File: config.mk
export PLATFORM = sky130hd
export DESIGN_NAME = hall_decoder
export DESIGN_NICKNAME = d
export VERILOG_FILES = /design/src/rtl/hall_decoder.sv
export SDC_FILE = /design/constraint.sdc
export NUM_CORES = 1
export LEC_CHECK = 0
export BUFFER_PORTS_ARGS = -buffer_cell sky130_fd_sc_hd__clkbuf_2
export CAP_MARGIN = 20
export CORE_MARGIN = 4
export CORE_UTILIZATION = 59
export DETAILED_ROUTE_END_ITERATION = 12
export GPL_TIMING_DRIVEN = 0
export PLACE_DENSITY = 0.79
export SKIP_LAST_GASP = 1
export SLEW_MARGIN = 20
export SYNTH_ARGS = -nofsm -noshare
export SYNTH_HDL_FRONTEND = slang
export SYNTH_SLANG_ARGS = --single-unit
File: constraint.sdc
create_clock -name clk -period 3.95 [get_ports clk]
set_input_delay 0 -clock clk [delete_from_list [all_inputs] [get_ports clk]]
set_output_delay 0 -clock clk [all_outputs]
set_load 0.1 [all_outputs]
File: src/rtl/hall_decoder.sv
// Purpose: Hall sensor decoder: synchronize, debounce, map to sector, infer direction, measure edge period, flag faults/stall.
// Latency: SYNC_STAGES + DEBOUNCE_CYCLES clocks from the first clk edge sampling a new hall_in to hall_edge.
// Backpressure: none; free-running sampled input, outputs are registered levels plus a one-clock hall_edge pulse.
//
// Ports:
//   clk, reset_n (async, active low)  | hall_in[2:0] raw {A,B,C} | clear_fault single-cycle sticky-fault clear
//   sector[2:0] (7 = invalid/unknown) | direction (0 fwd, 1 rev) | hall_edge accept pulse
//   period / period_valid             | stalled                  | hall_fault (sticky)
module hall_decoder #(
    parameter int          SYNC_STAGES     = 2,
    parameter int          DEBOUNCE_CYCLES = 4,
    parameter int          PERIOD_WIDTH    = 32,
    parameter logic [31:0] TIMEOUT_CYCLES  = 32'd50_000_000
) (
    input  logic                    clk,
    input  logic                    reset_n,
    input  logic [2:0]              hall_in,
    input  logic                    clear_fault,
    output logic [2:0]              sector,
    output logic                    direction,
    output logic                    hall_edge,
    output logic [PERIOD_WIDTH-1:0] period,
    output logic                    period_valid,
    output logic                    stalled,
    output logic                    hall_fault
);

    localparam logic [15:0]             DEB_CNT   = 16'(DEBOUNCE_CYCLES);
    localparam logic [PERIOD_WIDTH-1:0] TIMEOUT_P = PERIOD_WIDTH'(TIMEOUT_CYCLES);

    function automatic logic [2:0] code_to_sector(input logic [2:0] code);
        case (code)
            3'b011:  return 3'd0;
            3'b010:  return 3'd1;
            3'b110:  return 3'd2;
            3'b100:  return 3'd3;
            3'b101:  return 3'd4;
            3'b001:  return 3'd5;
            default: return 3'd7;
        endcase
    endfunction

    logic [SYNC_STAGES-1:0][2:0] sync_q;
    logic [2:0]                  last_q;     // synchronizer output one clock ago
    logic [2:0]                  acc_q,      acc_d;
    logic [15:0]                 cnt_q,      cnt_d;
    logic [PERIOD_WIDTH-1:0]     timer_q,    timer_d;
    logic [2:0]                  sector_q,   sector_d;
    logic                        dir_q,      dir_d;
    logic                        edge_q,     edge_d;
    logic [PERIOD_WIDTH-1:0]     period_q,   period_d;
    logic                        pv_q,       pv_d;
    logic                        stalled_q,  stalled_d;
    logic                        fault_q,    fault_d;
    // A legal step has been accepted since the last reset/fault/resync/stall,
    // so dir_q is a valid reference for the next step.
    logic                        have_prev_q, have_prev_d;

    logic [2:0]              sync_cur;
    logic [2:0]              n_sec;
    logic [2:0]              fwd_sec;
    logic [2:0]              rev_sec;
    logic [15:0]             cnt_next;
    logic [PERIOD_WIDTH-1:0] timer_inc;
    logic                    accept;
    logic                    fault_evt;
    logic                    step_dir;

    assign sync_cur  = sync_q[SYNC_STAGES-1];
    assign n_sec     = code_to_sector(sync_cur);
    assign fwd_sec   = (sector_q == 3'd5) ? 3'd0 : sector_q + 3'd1;
    assign rev_sec   = (sector_q == 3'd0) ? 3'd5 : sector_q - 3'd1;
    assign timer_inc = (timer_q == '1) ? timer_q : timer_q + 1'b1;

    // The clock on which a new value first appears counts as stable clock 1.
    assign cnt_next  = (sync_cur != last_q) ? 16'd1 : cnt_q + 16'd1;
    assign accept    = (sync_cur != acc_q) && (cnt_next == DEB_CNT);

    always_comb begin
        acc_d       = acc_q;
        cnt_d       = '0;
        timer_d     = timer_inc;
        sector_d    = sector_q;
        dir_d       = dir_q;
        edge_d      = 1'b0;
        period_d    = period_q;
        pv_d        = pv_q;
        stalled_d   = stalled_q;
        have_prev_d = have_prev_q;
        fault_evt   = 1'b0;
        step_dir    = 1'b0;

        if (sync_cur != acc_q && !accept) begin
            cnt_d = cnt_next;
        end

        if (accept) begin
            acc_d     = sync_cur;
            sector_d  = n_sec;
            edge_d    = 1'b1;
            period_d  = timer_inc;
            timer_d   = '0;
            stalled_d = 1'b0;
            if (n_sec == 3'd7) begin
                fault_evt   = 1'b1;
                pv_d        = 1'b0;
                have_prev_d = 1'b0;
            end else if (sector_q == 3'd7) begin
                // Resync from unknown position: no direction information yet.
                pv_d        = 1'b0;
                have_prev_d = 1'b0;
            end else if (n_sec == fwd_sec || n_sec == rev_sec) begin
                step_dir    = (n_sec == rev_sec);
                pv_d        = have_prev_q && (step_dir == dir_q);
                dir_d       = step_dir;
                have_prev_d = 1'b1;
            end else begin
                fault_evt   = 1'b1;
                pv_d        = 1'b0;
                have_prev_d = 1'b0;
            end
        end else if (timer_inc >= TIMEOUT_P) begin
            stalled_d   = 1'b1;
            pv_d        = 1'b0;
            have_prev_d = 1'b0;
        end

        // A new fault in the clearing cycle keeps the flag set.
        fault_d = (fault_q & ~clear_fault) | fault_evt;
    end

    always_ff @(posedge clk or negedge reset_n) begin
        if (!reset_n) begin
            sync_q      <= '0;
            last_q      <= 3'b000;
            acc_q       <= 3'b000;
            cnt_q       <= '0;
            timer_q     <= '0;
            sector_q    <= 3'd7;
            dir_q       <= 1'b0;
            edge_q      <= 1'b0;
            period_q    <= '0;
            pv_q        <= 1'b0;
            stalled_q   <= 1'b0;
            fault_q     <= 1'b0;
            have_prev_q <= 1'b0;
        end else begin
            sync_q      <= {sync_q[SYNC_STAGES-2:0], hall_in};
            last_q      <= sync_cur;
            acc_q       <= acc_d;
            cnt_q       <= cnt_d;
            timer_q     <= timer_d;
            sector_q    <= sector_d;
            dir_q       <= dir_d;
            edge_q      <= edge_d;
            period_q    <= period_d;
            pv_q        <= pv_d;
            stalled_q   <= stalled_d;
            fault_q     <= fault_d;
            have_prev_q <= have_prev_d;
        end
    end

    assign sector       = sector_q;
    assign direction    = dir_q;
    assign hall_edge    = edge_q;
    assign period       = period_q;
    assign period_valid = pv_q;
    assign stalled      = stalled_q;
    assign hall_fault   = fault_q;

endmodule

==> results of run 1 <==
## cell usage after synthesis (6+ instances only)
cell type | count | area [um^2]
dfrtp_1 | 98 | 2450
inv_1 | 12 | 45.0
or3_1 | 6 | 37.5
nand4_1 | 16 | 100
mux2i_1 | 7 | 70.1
and3_1 | 8 | 50.1
xnor2_1 | 29 | 254
nor3_1 | 11 | 55.1
nand2_1 | 50 | 188
a21o_1 | 8 | 60.1
xor2_1 | 24 | 210
and2_1 | 10 | 62.6
clkbuf_1 | 25 | 93.8
o21ai_0 | 42 | 210
nand3_1 | 26 | 130
nor2_1 | 80 | 300
## metrics by stage
stage	cells	total power, mW	hold slack, ns	worst slack [ns]
after global placement	682	1.49	0.108	0.839
after CTS	704	2.13	0.118	0.733
final	704	2.12	0.119	0.715
after detailed placement	683	1.51	-0.0472	0.775
after floorplan	532	1.42	-0.296	1.03
after global routing	704	2.22	0.142	0.373
## state kept, by name, summed over array words and instances, names as in the netlist
name	count
acc_q	3
stalled	1
have_prev_q	1
sector	3
hall_edge	1
hall_fault	1
last_q	3
period	32
period_valid	1
sync_cur	3
sync_q	3
direction	1
cnt_q	16
timer_q	32
## logic make-up (layout without fill, tap and decap cells)
family	Yosys count	after routing	share of synthesized area
buffers and inverters	41	108	0.0317
AO/OA/AOI/OAI	87	87	0.111
flip-flops	101	101	0.504
multiplexers	11	11	0.0237
adder cells (fa/ha/maj)	3	3	0.00748
AND/OR/NAND/NOR	236	236	0.229
XOR/XNOR	53	53	0.0925
## where the power goes
group | leakage (nW) | switching (mW) | internal (mW)
Combinational | 1.11 | 0.235 | 0.109
Clock | 0.0929 | 0.340 | 0.283
Sequential | 1.36 | 0.0604 | 1.09
Total | 2.56 | 0.635 | 1.49
## worst paths after layout
path / start / endpoint / slack [ns] / cells past startpoint
max reg2reg: timer_q[27] / have_prev_q / 0.72 / 9
max: timer_q[27] / have_prev_q / 0.72 / 9
min reg2reg: sync_q[2] / sync_cur[2] / 0.36 / 0
min in group clk: hall_in[2] / sync_q[2] / 0.28 / 2
max in group asynchronous: reset_n / sector[2] / 3.19 / 3
min: reset_n / cnt_q[6] / 0.12 / 2
## repair_timing
| item | 4_1_cts | 5_1_grt |
|---|---|---|
| hold endpoints to repair | 102 | 0 |
| hold buffers | 5 | 0 |
| gates resized for setup | 0 | 0 |
| setup endpoints to repair | 0 | 0 |
## layer usage
metal	wire length, um	global-route usage
met1	4930	0.316
met2	4990	0.348
met3	582	0.0479
met4	145	0.0736
met5	0	0
## layout make-up
type | instances | share of cell area
well taps | 105 | 0.0233
flip-flops and latches | 101 | 0.448
inverters | 12 | 0.00797
clock buffers | 14 | 0.0306
plain buffers | 29 | 0.0202
clock inverters | 2 | 0.00288
repair buffers | 51 | 0.0551
multi-input cells | 390 | 0.412
==> results_dict.tcl, run 1 <==
set metrics [dict create \
    wl_um 10600 \
    power_density_nw_per_um2 375 \
    cpMaxStageDelayCell "nor4_1" \
    rows 33 \
    syn_area_per_cell_um2 9.43 \
    grt_max_degree 59 \
    ant_nets 0 \
    crit_chain "nand4_1 > nor4_1 > clkbuf_1 > nand3_1 > nand4_1 > xnor2_1 > a41oi_1 > o211ai_1 > o21ai_0" \
    syn_area_um2 5020 \
    worst_path_largest_cell_delay_ns 0.57 \
    cp.required_ns 4.23 \
    synthToLayoutAreaGrowth_pct 12.6 \
    clock_latency_ns 0.36 \
    dpl_cell_area_um2 5410 \
    slew_violations 0 \
    syn_nets 541 \
    maxCapViolCount 0 \
    nNetsFinal 603 \
    multi_input_area_um2 2330 \
    tightest_slew_ns 0.741 \
    fin_tns_setup_ns 0 \
    grtUsageTotal 0.224 \
    hp-class "in2async" \
    synthCells 532 \
    cts_tree "done" \
    ios 46 \
    wl_per_cell_um 15.1 \
    ys_warn_count 0 \
    die_width_um 100 \
    rsz0062_at_grt "no" \
    grt_pass1_wl_um 18400 \
    cts.sinks 101 \
    fin_area_um2 5650 \
    crit_path_max_fanout 10 \
    portBuffers 45 \
    overflow 0 \
    ys.flop_type "dfrtp_1" \
    cts_buffers 9 \
    p_leak_nw 2.56 \
    drt_iter0_drc 215 \
    setup_viol 0 \
    hold_viol 0 \
    htreeDepth 3 \
    worstSetupStartpointType "register" \
    path_buf_inv 1 \
    layout_common_cells "98 x dfrtp_1, 80 x nor2_1, 50 x nand2_1" \
    synth_edf_count 0 \
    antenna_found_initial 0 \
    status "complete, no violations" \
    drive_gt1_frac 0.129 \
    ys_seq_area_frac 0.504 \
    dp_hpwl_um 7660 \
    max_freq_mhz 309 \
    core_um2 8260 \
    cts_setup_buffers 0 \
    crit_top_cell "nand4_1" \
    period_share 0.819 \
    path_clk_slew_ns 0.09 \
    ys_ff_latch 101 \
    cp_data_arrival_time_ns 3.52 \
    start_util 0.608 \
    place.gp.congestion 0.887 \
    drcViolationCount 0 \
    crit_family "simple AND/OR/NAND/NOR gates" \
    fp.dieArea_um2 10000 \
    num-fill-cells 645 \
    period_needed_ns 3.23 \
    viasPerCell 5.82 \
    final_util 0.684 \
    diodes 0 \
    ff_latch_area_um2 2530 \
    critPathKind "reg2reg" \
    slew-limit-headroom 0.499 \
    final_common_cell "dfrtp_1" \
    grt_pass1_vias 4037 \
    vias 4097 \
    die_y_um 100 \
    cts.path.max_buffers 2 \
    synthDistinctLibCells 58 \
    synthArstFlopShare 1.00 \
    firstDrtPassIters 5 \
    fin_skew_ns 0.0103 \
    cts-root-buf "clkbuf_8" \
    cp-end-kind "register" \
    ir_drop_uv 333 \
]
No activity file was read; power rests on OpenSTA's default activity.
==> run 2, diff against run 1 <==
Clock period 3.95 ns to 3 ns, I/O delays scaled along.
==> results_dict.tcl, run 2 (synthesis gave the netlist of run 1 again) <==
set metrics [dict create \
    clock_latency_ns 0.36 \
    place.gp.congestion 0.887 \
    grtUsageTotal 0.224 \
    critPathKind "reg2reg" \
    dp_hpwl_um 7660 \
    cts-root-buf "clkbuf_8" \
    power_density_nw_per_um2 483 \
    layout_common_cells "95 x dfrtp_1, 79 x nor2_1, 50 x nand2_1" \
    wl_um 11000 \
    period_share 0.979 \
    htreeDepth 3 \
    fin_skew_ns 0.0113 \
    cts_buffers 9 \
    path_clk_slew_ns 0.10 \
    final_util 0.705 \
    ios 46 \
    overflow 0 \
    setup_viol 0 \
    wl_per_cell_um 15.5 \
    power_mw 2.81 \
    tightest_slew_ns 0.613 \
    synthToLayoutAreaGrowth_pct 16.0 \
    worstSetupStartpointType "register" \
    ant_nets 0 \
    rows 33 \
    dpl.cell_count 683 \
    period_needed_ns 2.94 \
    status "complete, no violations" \
    cp_data_arrival_time_ns 3.20 \
    nNetsFinal 606 \
    grt_pass1_wl_um 18400 \
    vias 4099 \
    max_freq_mhz 341 \
    viasPerCell 5.80 \
    portBuffers 45 \
    die_y_um 100 \
    worst_path_largest_cell_delay_ns 0.51 \
    drt_iter0_drc 214 \
    fp.dieArea_um2 10000 \
    hp-class "in2async" \
    diodes 0 \
    cts.path.max_buffers 2 \
    slew-limit-headroom 0.581 \
    cts.sinks 101 \
    slew_violations 0 \
    crit_path_max_fanout 8 \
    path_buf_inv 2 \
    core_um2 8260 \
    die_width_um 100 \
    cts_tree "done" \
    cp.required_ns 3.26 \
    maxCapViolCount 0 \
    drive_gt1_frac 0.179 \
    ir_drop_uv 440 \
    hold_viol 0 \
    drcViolationCount 0 \
    final_common_cell "dfrtp_1" \
    p_leak_nw 2.62 \
    cpMaxStageDelayCell "or4b_4" \
    cp-end-kind "register" \
    antenna_found_initial 0 \
    crit_chain "buf_4 > xor2_1 > nor3_2 > and4b_1 > nand3_1 > or3_1 > buf_6 > or2_1 > or4b_4 > mux2_4" \
    finalNonFillerCells 707 \
    crit_family "simple AND/OR/NAND/NOR gates" \
    num-fill-cells 612 \
    firstDrtPassIters 4 \
    grt_max_degree 59 \
    grt_pass1_vias 4025 \
    start_util 0.608 \
]
## run 2: changes by cell type in the layout (fill, tap and decap cells not counted), sizes merged
cell and delta:
buf +8, clkbuf -5
## run 2: worst paths after layout
path,startpoint,slack (ns),to,depth (start not counted)
setup / recovery,sync_cur[2],0.06,direction,10
hold / removal,reset_n,0.11,cnt_q[6],2
setup reg to reg,sync_cur[2],0.06,direction,10
hold reg to reg,sync_q[1],0.36,sync_cur[1],0
max in group asynchronous,reset_n,2.23,sector[1],3
min in group clk,hall_in[2],0.28,sync_q[2],2
## run 2: through the flow
stage                     area (um^2)  setup slack (ns)  hold WS (ns)  TNS (ns)
final                            5820            0.0635         0.115         0
after global routing             5820           -0.0426         0.141   -0.0847
after CTS                        5670           -0.0158         0.118   -0.0158
after detailed placement         5410            -0.175       -0.0472    -0.662
after global placement           5370            -0.111         0.108    -0.290
after floorplan                  5020            0.0752        -0.296         0
## run 2: worst register-to-register path: stages, from the launching register on
cell	delay (ns)
dfrtp_1	0.38
buf_4	0.16
xor2_1	0.16
nor3_2	0.25
and4b_1	0.28
nand3_1	0.08
or3_1	0.33
buf_6	0.15
or2_1	0.22
or4b_4	0.51
mux2_4	0.31
## run 2: repair_timing
action	CTS	global route
setup endpoints to repair	35	24
gates resized for setup	6	31
hold buffers	5	0
hold endpoints to repair	102	0
setup buffers	0	8
pin swaps	0	4
## run 2: area by class of cell
class / instances / area [um^2] / share of cell area
clock buffer: 14 / 173 / 0.0297
multi-input combinational: 390 / 2440 / 0.419
sequential: 101 / 2530 / 0.435
inverter: 12 / 45.0 / 0.00774
buffer: 24 / 110 / 0.0189
timing repair buffer: 59 / 372 / 0.0638
tap: 105 / 131 / 0.0226
clock inverter: 2 / 16.3 / 0.00279
## run 2: layer usage
layer | GRT usage | vias up | wire length, um
li1 | - | 1965 | -
met1 | 0.316 | 1995 | 5120
met2 | 0.348 | 122 | 5120
met3 | 0.0473 | 17 | 580
met4 | 0.0756 | 0 | 164
met5 | 0 | - | 0
## run 2: power by group
part,total (mW),internal [mW],switching [mW]
Clock,0.826,0.373,0.453
Sequential,1.53,1.44,0.0900
Combinational,0.455,0.152,0.303
==> run 3, diff against run 2 <==
Settings changed: CORE_UTILIZATION 59 to 64, MAX_ROUTING_LAYER from default to met4, PLACE_DENSITY 0.79 to 0.85.
Clock period 3 ns to 3.7 ns, I/O delays scaled along.
==> results_dict.tcl, run 3 (synthesis gave the netlist of run 1 again) <==
set metrics [dict create \
    status "complete, no violations" \
    htreeDepth 3 \
    place.gp.congestion 0.932 \
    max_freq_mhz 305 \
    dp_hpwl_um 7790 \
    cts.path.max_buffers 2 \
    hold_slack_ns 0.104 \
    crit_path_max_fanout 8 \
    drive_gt1_frac 0.132 \
    cp.required_ns 3.96 \
    power_mw 2.27 \
    tightest_slew_ns 0.744 \
    rows 32 \
    num-fill-cells 599 \
    slew_violations 0 \
    cpMaxStageDelayCell "or4b_4" \
    period_needed_ns 3.27 \
    cts_setup_buffers 0 \
    setup_viol 0 \
    worst_path_largest_cell_delay_ns 0.52 \
    clock_latency_ns 0.37 \
    crit_chain "clkbuf_1 > xor2_1 > nor3_1 > and4b_1 > nand3_1 > or3_1 > buf_2 > or2_1 > or4b_4 > mux2_4" \
    grt_pass1_wl_um 18300 \
    portBuffers 45 \
    use_met2 0.405 \
    rsz0062_at_grt "no" \
    critPathKind "reg2reg" \
    period_share 0.885 \
    maxCapViolCount 0 \
    cts.sinks 101 \
    die_width_um 96.5 \
    holdBufCountCts 5 \
    overflow 0 \
    core_um2 7690 \
    path_clk_slew_ns 0.10 \
    viasPerCell 5.86 \
    path_buf_inv 2 \
    synthToLayoutAreaGrowth_pct 12.5 \
    final_util 0.735 \
    ios 46 \
    drt_iter0_drc 298 \
    cts-root-buf "clkbuf_8" \
    hold_viol 0 \
    p_leak_nw 2.57 \
    slew-limit-headroom 0.498 \
    crit_family "simple AND/OR/NAND/NOR gates" \
    fin_tns_setup_ns 0 \
    fin_skew_ns 0.00811 \
    firstDrtPassIters 5 \
    die_y_um 96.5 \
    cts_buffers 9 \
    cts-resized-gates 0 \
    grt.busiest_layer "met2" \
    fp.dieArea_um2 9320 \
    ir_drop_uv 376 \
    drcViolationCount 0 \
    finalNonFillerCells 701 \
    grtUsageTotal 0.259 \
    final_common_cell "dfrtp_1" \
    met1_usage 0.341 \
    wl_per_cell_um 15.4 \
    dpl.cell_count 680 \
    use_met3 0.0434 \
    vias 4106 \
    cts_tree "done" \
    worstSetupStartpointType "register" \
    wl_um 10800 \
    cp-end-kind "register" \
    power_density_nw_per_um2 401 \
    layout_common_cells "98 x dfrtp_1, 80 x nor2_1, 50 x nand2_1" \
    diodes 0 \
    grt_pass1_vias 3883 \
    start_util 0.653 \
    antenna_found_initial 0 \
    ant_nets 0 \
    nNetsFinal 603 \
    hp-class "in2async" \
    cp_data_arrival_time_ns 3.54 \
    grt_max_degree 59 \
]
[run 3: metal layers]
layer	share of wire	up-vias
li1	-	1967
met1	0.44	1972
met2	0.48	137
met3	0.051	30
met4	0.024	0
met5	0	-
[run 3: metrics by stage]
stage          cell area [um^2]  setup WS (ns)
6_report                   5650          0.426
4_1_cts                    5650          0.423
2_1_floorplan              5020          0.775
5_1_grt                    5650          0.237
3_3_place_gp               5370          0.527
3_5_place_dp               5410          0.483
[run 3: final timing paths]
path                        startpoint           to  slack (ns)  cells after the start
hold / removal                 reset_n     cnt_q[6]        0.10                      2
hold reg to reg              sync_q[0]  sync_cur[0]        0.36                      0
min in group clk            hall_in[2]    sync_q[2]        0.28                      2
max in group asynchronous      reset_n    sector[2]        2.97                      3
setup / recovery           sync_cur[2]    direction        0.43                     10
setup reg to reg           sync_cur[2]    direction        0.43                     10
[run 3: area by class of cell]
cell class / count / area (um^2) / share of cell area
repair buffers: 51 / 312 / 0.0552
well taps: 102 / 128 / 0.0226
inverters: 12 / 45.0 / 0.00798
clock inverters: 7 / 66.3 / 0.0117
flip-flops and latches: 101 / 2530 / 0.448
plain buffers: 29 / 114 / 0.0202
multi-input cells: 390 / 2330 / 0.412
clock buffers: 9 / 124 / 0.0219
[run 3: worst reg2reg max path, cell delays in order (launching register included)]
cell and delay, ns:
dfrtp_1 0.36, clkbuf_1 0.34, xor2_1 0.13, nor3_1 0.41, and4b_1 0.29, nand3_1 0.08, or3_1 0.32, buf_2 0.17
or2_1 0.24, or4b_4 0.52, mux2_4 0.31
[run 3: power by group]
part           total, mW  internal, mW  switching (mW)
clock              0.669         0.260           0.410
sequential          1.23          1.17          0.0639
combinational      0.365         0.116           0.249
